File: src/rtl/seq_recombine_pkg.sv
// Shared types for the dividend-reconstruction block.
package seq_recombine_pkg;

    // Controller phases: wait for operands, multiply, add remainder, present result.
    typedef enum logic [1:0] {
        IDLE = 2'd0,
        MUL  = 2'd1,
        ADD  = 2'd2,
        DONE = 2'd3
    } state_t;

endpackage

File: src/rtl/seq_recombine_shift_add_step.sv
// One iteration of an unsigned shift-add multiplier: conditionally accumulate the
// multiplicand, then advance multiplicand left and multiplier right.
module seq_recombine_shift_add_step #(
    parameter int unsigned DATAWIDTH = 64
) (
    input  logic [2*DATAWIDTH-1:0] acc,
    input  logic [2*DATAWIDTH-1:0] mcand,
    input  logic [DATAWIDTH-1:0]   mplier,
    output logic [2*DATAWIDTH-1:0] acc_next,
    output logic [2*DATAWIDTH-1:0] mcand_next,
    output logic [DATAWIDTH-1:0]   mplier_next
);

    // Next-state values for a single multiplier bit.
    always_comb begin
        acc_next    = mplier[0] ? (acc + mcand) : acc;
        mcand_next  = mcand << 1;
        mplier_next = mplier >> 1;
    end

endmodule

File: src/rtl/seq_recombine.sv
// Reconstructs dividend = quot*divisor + rem with an iterative shift-add multiplier,
// flagging overflow, inconsistent remainders and zero divisors.
module seq_recombine
    import seq_recombine_pkg::*;
#(
    parameter int unsigned DATAWIDTH = 64
) (
    input  logic                 Clk,
    input  logic                 Rst,
    input  logic                 in_valid,
    output logic                 in_ready,
    input  logic [DATAWIDTH-1:0] quot,
    input  logic [DATAWIDTH-1:0] divisor,
    input  logic [DATAWIDTH-1:0] rem,
    output logic                 out_valid,
    input  logic                 out_ready,
    output logic [DATAWIDTH-1:0] dividend,
    output logic                 ovf,
    output logic                 rem_err,
    output logic                 div_zero
);

    localparam int unsigned CW = $clog2(DATAWIDTH) + 1;
    localparam int unsigned PW = 2 * DATAWIDTH;

    state_t               state;
    logic [PW-1:0]        acc;
    logic [PW-1:0]        mcand;
    logic [DATAWIDTH-1:0] mplier;
    logic [DATAWIDTH-1:0] rem_q;
    logic [DATAWIDTH-1:0] div_q;
    logic [CW-1:0]        cnt;

    logic [PW-1:0]        acc_next;
    logic [PW-1:0]        mcand_next;
    logic [DATAWIDTH-1:0] mplier_next;
    logic [PW:0]          sum;
    logic                 rem_ge_div;

    seq_recombine_shift_add_step #(
        .DATAWIDTH(DATAWIDTH)
    ) u_step (
        .acc        (acc),
        .mcand      (mcand),
        .mplier     (mplier),
        .acc_next   (acc_next),
        .mcand_next (mcand_next),
        .mplier_next(mplier_next)
    );

    // Final addition of the remainder and the remainder/divisor consistency compare.
    always_comb begin
        sum        = {1'b0, acc} + {{(PW + 1 - DATAWIDTH){1'b0}}, rem_q};
        rem_ge_div = (rem_q >= div_q);
    end

    // Controller, datapath registers and registered handshake/result outputs.
    always_ff @(posedge Clk) begin
        if (Rst) begin
            state     <= IDLE;
            in_ready  <= 1'b1;
            out_valid <= 1'b0;
            dividend  <= '0;
            ovf       <= 1'b0;
            rem_err   <= 1'b0;
            div_zero  <= 1'b0;
            acc       <= '0;
            mcand     <= '0;
            mplier    <= '0;
            rem_q     <= '0;
            div_q     <= '0;
            cnt       <= '0;
        end else begin
            case (state)
                IDLE: begin
                    if (in_valid && in_ready) begin
                        acc      <= '0;
                        mcand    <= {{DATAWIDTH{1'b0}}, divisor};
                        mplier   <= quot;
                        rem_q    <= rem;
                        div_q    <= divisor;
                        cnt      <= '0;
                        in_ready <= 1'b0;
                        state    <= MUL;
                    end
                end
                MUL: begin
                    acc    <= acc_next;
                    mcand  <= mcand_next;
                    mplier <= mplier_next;
                    cnt    <= cnt + 1'b1;
                    if (cnt == CW'(DATAWIDTH - 1)) begin
                        state <= ADD;
                    end
                end
                ADD: begin
                    dividend  <= sum[DATAWIDTH-1:0];
                    ovf       <= |sum[PW:DATAWIDTH];
                    div_zero  <= (div_q == '0);
                    rem_err   <= (div_q != '0) && rem_ge_div;
                    out_valid <= 1'b1;
                    state     <= DONE;
                end
                DONE: begin
                    if (out_ready) begin
                        out_valid <= 1'b0;
                        in_ready  <= 1'b1;
                        state     <= IDLE;
                    end
                end
                default: begin
                    state <= IDLE;
                end
            endcase
        end
    end

endmodule
File: config.mk
export PLATFORM = sky130hd
export DESIGN_NAME = seq_recombine
export DESIGN_NICKNAME = d
export VERILOG_FILES = /design/src/rtl/seq_recombine_pkg.sv /design/src/rtl/seq_recombine_shift_add_step.sv /design/src/rtl/seq_recombine.sv
export SDC_FILE = /design/constraint.sdc
export NUM_CORES = 2
export LEC_CHECK = 0
export CORE_ASPECT_RATIO = 1.5
export CORE_MARGIN = 3
export CORE_UTILIZATION = 64
export CTS_BUF_LIST = sky130_fd_sc_hd__clkbuf_16
export DETAILED_ROUTE_END_ITERATION = 8
export PLACE_DENSITY = 0.82
export SYNTH_ARGS = -nofsm -noshare
export SYNTH_HDL_FRONTEND = slang
export SYNTH_HIERARCHICAL = 1
export SYNTH_SLANG_ARGS = --single-unit
File: constraint.sdc
create_clock -name Clk -period 9 [get_ports Clk]
set_clock_uncertainty 0.05 [all_clocks]
set_input_delay 2.25 -clock Clk [delete_from_list [all_inputs] [get_ports Clk]]
set_output_delay 2.25 -clock Clk [all_outputs]
set_load 0.01 [all_outputs]
; ---- Word-level counts from Yosys, hierarchy flattened
; Cells that the tools add are included.
[op_classes]
n_addsub = 3
magnitude_cmp = 1
eq_ne = 8
muxes = 18
reduce_logical = 15
[ops]
columns = op, n
row1 = case mux 128 bit (2 select lines), 2
row2 = two-way mux 128 bit, 3
row3 = adder 128 x 64 -> 129 bit, 1
row4 = adder 128 bit, 1
row5 = case mux 64 bit (2 select lines), 1
row6 = OR reduction 65 bit, 1
row7 = greater-or-equal comparator 64 bit, 1
row8 = zero test 64 bit, 1
row9 = two-way mux 64 bit, 1
row10 = nonzero test 64 bit, 1
row11 = case mux 7 bit (2 select lines), 1
row12 = AND reduction 3 bit, 3
row13 = inequality test 2 bit (second input constant), 4
row14 = case mux 2 bit (4 select lines), 1
row15 = adder 7 x 1 -> 7 bit (second input constant), 1
row16 = == test 7 x 6 -> 1 bit (second input constant), 1
row17 = two-way mux 7 bit, 1
row18 = two-way mux 2 bit, 3
row19 = AND reduction 2 bit, 3
row20 = nonzero test 2 bit, 3
row21 = == test 2 bit (second input constant), 2
row22 = case mux 1 bit (2 select lines), 2
row23 = two-way mux 1 bit, 3
row24 = == test 2 x 1 -> 1 bit (second input constant), 1
row25 = other kinds (2), 3
[word_totals]
regBits = 526
in_bits = 196
output_inout_bits = 69
elab_cells = 58

; ---- Logic depth before layout (Yosys ltp)
[depth]
ltp_word = 3
ltp_mapped = 16

; ---- By module
; The synthesis kept the hierarchy.
[modules_own_cells]
columns = mod, n_inst, cells_per_inst, area_each_um2, seq_area_each_um2
row1 = seq_recombine, 1, 3396, 27475.1, 10530.1
row2 = seq_recombine_shift_add_step, 1, 1686, 11573.6, 0.0

; ---- Least setup slack after synthesis
; No wires, ideal clock.
[synth_path]
kind = register -> register
startpoint = register acc[15]
endpoint = register ovf
t_arrival_ns = 3.793
path_slack_ns = 5.027
path_stages_with_launch = 15
path_buffers = 1
synth_period_minus_slack_ns = 3.973
path_cell_list = dfxtp_1 ha_1 clkbuf_2 and4_1 or3b_1 o2bb2ai_1 o311ai_1 a21o_1 a21o_2 nor4_4 a21boi_1 or4_1 or4_1 nor4_1 a31oi_1
[synth_via]
elab_chain_len = 2
[synth_rtl]
columns = item, line_no
row1 = start: declaration, seq_recombine.sv:27  ; logic [PW-1:0] acc;
row2 = start signal: assignment, seq_recombine.sv:88  ; acc <= acc_next;
row3 = adder 128 x 64 -> 129 bit, seq_recombine.sv:53  ; sum = {1'b0, acc} + {{(PW + 1 - DATAWIDTH){1'b0}}, rem_q};
row4 = OR reduction 65 bit, seq_recombine.sv:98  ; ovf <= |sum[PW:DATAWIDTH];
row5 = end signal: assignment, seq_recombine.sv:98
row6 = end: declaration, seq_recombine.sv:18  ; output logic ovf,
; Every way passes these cells.
; A chain may end at the register's enable or synchronous reset.

; ---- Final worst setup path
[layout_path]
startpoint = register acc[8]
endpoint = register acc[126]
[layout_via]
elab_chain_len = 3
[layout_rtl]
columns = item, line_no
row1 = adder 128 bit, seq_recombine_shift_add_step.sv:16  ; acc_next = mplier[0] ? (acc + mcand) : acc;
row2 = two-way mux 128 bit, seq_recombine_shift_add_step.sv:16
row3 = named net acc_next[126], seq_recombine.sv:34  ; logic [PW-1:0] acc_next;
row4 = case mux 128 bit (2 select lines), seq_recombine.sv:74  ; case (state)
; The timed path passes the listed nets, and every way through them passes these cells. The select of a mux whose other input is x is not followed.

==> flow_metrics.tcl <==
set metrics [dict create \
    synth_compound_area_share_pct 24.0 \
    crit_chain "ha_1 -> nand2_1 -> o21ai_0 -> a31oi_1 -> o21ai_0 -> a22oi_1 -> a21oi_1 -> nand4b_1 -> a21oi_1 -> nor2_1 -> o41ai_1 -> xor2_1 -> mux2_2 -> a22oi_1 -> nor2_1" \
    peakVddDrop_mv 0.316 \
    drive_gt1_share_pct 5.47 \
    powerDensity_nw_per_um2 214 \
    crit_path_start_kind "register" \
    yosys-top-cells-area "dfxtp_1 27%, ha_1 8.3%, a21oi_1 5.9%" \
    cts_tree "yes" \
    die_area_um2 64100 \
    hold_violations 0 \
    wl_per_cell_um 25.4 \
    fin_setup_tns_ps 0 \
    slew_violations 5 \
    pin_count 265 \
    hp-class "register to register" \
    holdPathEnd "div_q[56]" \
    worst_pin_slew_ps 1530 \
    rsz0062_at_grt "no" \
    track_usage_pct 43.4 \
    cp.required_ps 9450 \
    insertion_delay_ps 650 \
    reg2reg_depth 15 \
    min_period_ps 5690 \
    slowest_delay_ps 1050 \
    crit_slowest_cell "o21ai_0" \
    crit_type "register to register" \
    yosys_warnings 6 \
    cts_resized 0 \
    fin_util_pct 69.9 \
    ys_seq_area_share_pct 27.0 \
    synth_seq_cells 526 \
    crit_path_max_fanout 7 \
    endpoint_kind "register" \
    hpwl_um 110000 \
    synthArstFlopShare_pct 0 \
    synth.avg_cell_area_um2 7.68 \
    cts_sinks 526 \
    cts_buffer_depth 3 \
    arrival_ps 6140 \
    muxShareOfSynthArea_pct 8.25 \
    crit-reg2reg-capture "acc[126]" \
    synth_ff_type "dfxtp_1" \
    min_from "div_q[56]" \
    num_vias 39200 \
    fmaxAchievable_ghz 0.176 \
    fin_nets 5367 \
    core_um2 60100 \
    syn_to_final_growth_pct 7.70 \
    ant_nets 0 \
    post-place-ws_ps 3400 \
    synth.cell_area_um2 39000 \
    yosysUniqueCellTypes 96 \
    period_share_pct 63.2 \
    numCtsBuffers 52 \
    cp_top_family "compound AO/OA/AOI/OAI gates" \
    cts_root_buf "clkbuf_16" \
    fp.dieH_um 309 \
    leakage_nw 16.4 \
    dp_cells 5639 \
    synthAdderAreaFrac_pct 8.43 \
    holdPathStages 2 \
    maxCapViolCount 1 \
    rrSetupSlack_ps 3310 \
    grt_max_degree 216 \
    route.detailed.drc 0 \
    synth_top_area_cell "dfxtp_1" \
    overflow 0 \
    synth_cells 5082 \
    grt_pass1_vias 38400 \
    synth_edf_count 0 \
    fp-row-count 110 \
    post_cts_buffers 0 \
    die_x_um 208 \
    synth-simple-area-share_pct 19.8 \
    io_buffers 264 \
    clkSlewWorstSetupHoldPaths_ps 70 \
    placed_area_um2 40400 \
    start_util_pct 64.9 \
    cp.buffers_inverters 0 \
    antenna_found_initial 2 \
    violations "max-capacitance violations, max-slew violations" \
    report.final.setup_viol 0 \
    routed_wl_um 146000 \
    synth_top_family_by_area "compound AO/OA/AOI/OAI gates" \
    htree_levels 2 \
    grt_first_pass_wirelength_um 220000 \
    synth_top_area_share_pct 27.0 \
    drt-initial-drc-count 3979 \
    hold_buffers 0 \
    final_cells 5739 \
    vias_per_cell 6.82 \
    place.gp.congestion 1.12 \
    synthXorXnorAreaFrac_pct 4.37 \
    first_pass_iters 9 \
    setup_slack_ps 3310 \
    slew_headroom_pct -2.93 \
    outcome "finished, violations left" \
    design_area_um2 42100 \
    worstReg2RegStart "acc[8]" \
]
[flip-flops by register name, summed over array words and instances (netlist names)]
| register | flops |
|---|---|
| rem_err | 1 |
| in_ready | 1 |
| mplier | 64 |
| rem_q | 64 |
| out_valid | 1 |
| mcand | 128 |
| acc | 128 |
| cnt | 7 |
| state | 2 |
| div_zero | 1 |
| dividend | 64 |
| ovf | 1 |
| div_q | 64 |
[per-stage QoR]
stage               hold WS, ps  power [mW]
floorplan                   399        5.94
global placement            408        6.57
detailed placement          413        6.70
CTS                         426        8.92
global route                445        9.42
finish                      425        9.00
[how the worst max path moves through the flow]
stage	from	endpoint	slack (ps)	cells after the start
2_1_floorplan	acc[15]	ovf	5030	14
3_3_place_gp	in_valid	cnt[5]	3490	7
3_5_place_dp	in_valid	cnt[5]	3400	7
4_1_cts	acc[6]	acc[111]	3860	15
5_1_grt	acc[8]	acc[126]	3280	15
6_report	acc[8]	acc[126]	3310	15
[metal layers]
metal / routed length, um / vias up / part of all wire, % / GRT usage (%)
li1: - / 17900 / - / -
met1: 50600 / 18500 / 35 / 45.6
met2: 68600 / 2047 / 47 / 74.1
met3: 10700 / 720 / 7.4 / 8.35
met4: 15600 / 0 / 11 / 38.4
met5: 0 / - / 0 / 0
[final cells by class]
type / count / area, um^2
fillers: 4787 / 18100
repair buffers: 298 / 2950
inverters: 125 / 469
diodes: 5 / 12.5
clock inverters: 42 / 358
flip-flops and latches: 526 / 10500
clock buffers: 53 / 1330
well taps: 784 / 981
multi-input cells: 3906 / 25400
[tightest hold or removal path, delay by kind of cell (launching register included)]
kind | cells | cell delay, ps
simple gates | 1 | 50
flops | 1 | 320
compound gates | 1 | 50
[cell families (layout without fill, tap and decap cells)]
group                      Yosys count  after routing
and+or+nand+nor                   1697           1697
AOI/OAI and AO/OA                 1442           1442
buffers and inverters              651            518
DFF                                526            526
muxes                              308            308
adders and majority gates          262            262
xor gates and xnor gates           195            195
other                                1              7
[layout by cell type (no fill, tap or decap), drive strengths merged, types with 31 or more instances in the layout]
cell type,count
a211oi,151
a21o,123
a21oi,459
a22oi,199
buf,35
clkbuf,53
clkdlybuf4s50,263
dfxtp,526
ha,260
inv,139
mux2,110
mux2i,198
nand2,537
nand2b,35
nand3,69
nand4,169
nor2,605
nor3,75
nor4,43
o21a,60
o21ai,215
o21bai,50
or3,31
xnor2,107
xor2,88
[cell usage after synthesis (7+ instances only)]
cell type  count
nor2_1       605
nand2_1      536
dfxtp_1      526
a21oi_1      458
clkbuf_1     311
ha_1         260
o21ai_0      203
a22oi_1      199
mux2i_1      198
buf_4        192
nand4_1      169
a211oi_1     149
inv_1        125
a21o_1       122
mux2_2       109
xnor2_1      107
xor2_1        88
nor3_1        74
nand3_1       69
o21a_1        60
o21bai_1      50
nor4_1        42
nand2b_1      35
or3_1         29
nor2b_1       27
and4_1        26
a31oi_1       24
o31ai_1       21
and3_1        16
and2_1        15
or4_1         15
o211ai_1      13
or2_2         13
buf_1         12
a211o_1       11
o21ai_1       11
a21boi_0      10
buf_2          9
o31a_1         9
o2111ai_1      8
o41ai_1        8
o221ai_1       7
[power breakdown]
| part | total [mW] | internal [mW] | switching [mW] |
|---|---|---|---|
| Sequential | 3.18 | 2.75 | 0.426 |
| Clock | 2.23 | 1.22 | 1.01 |
| Combinational | 3.60 | 1.31 | 2.29 |
(Power assumes the default switching activity.)
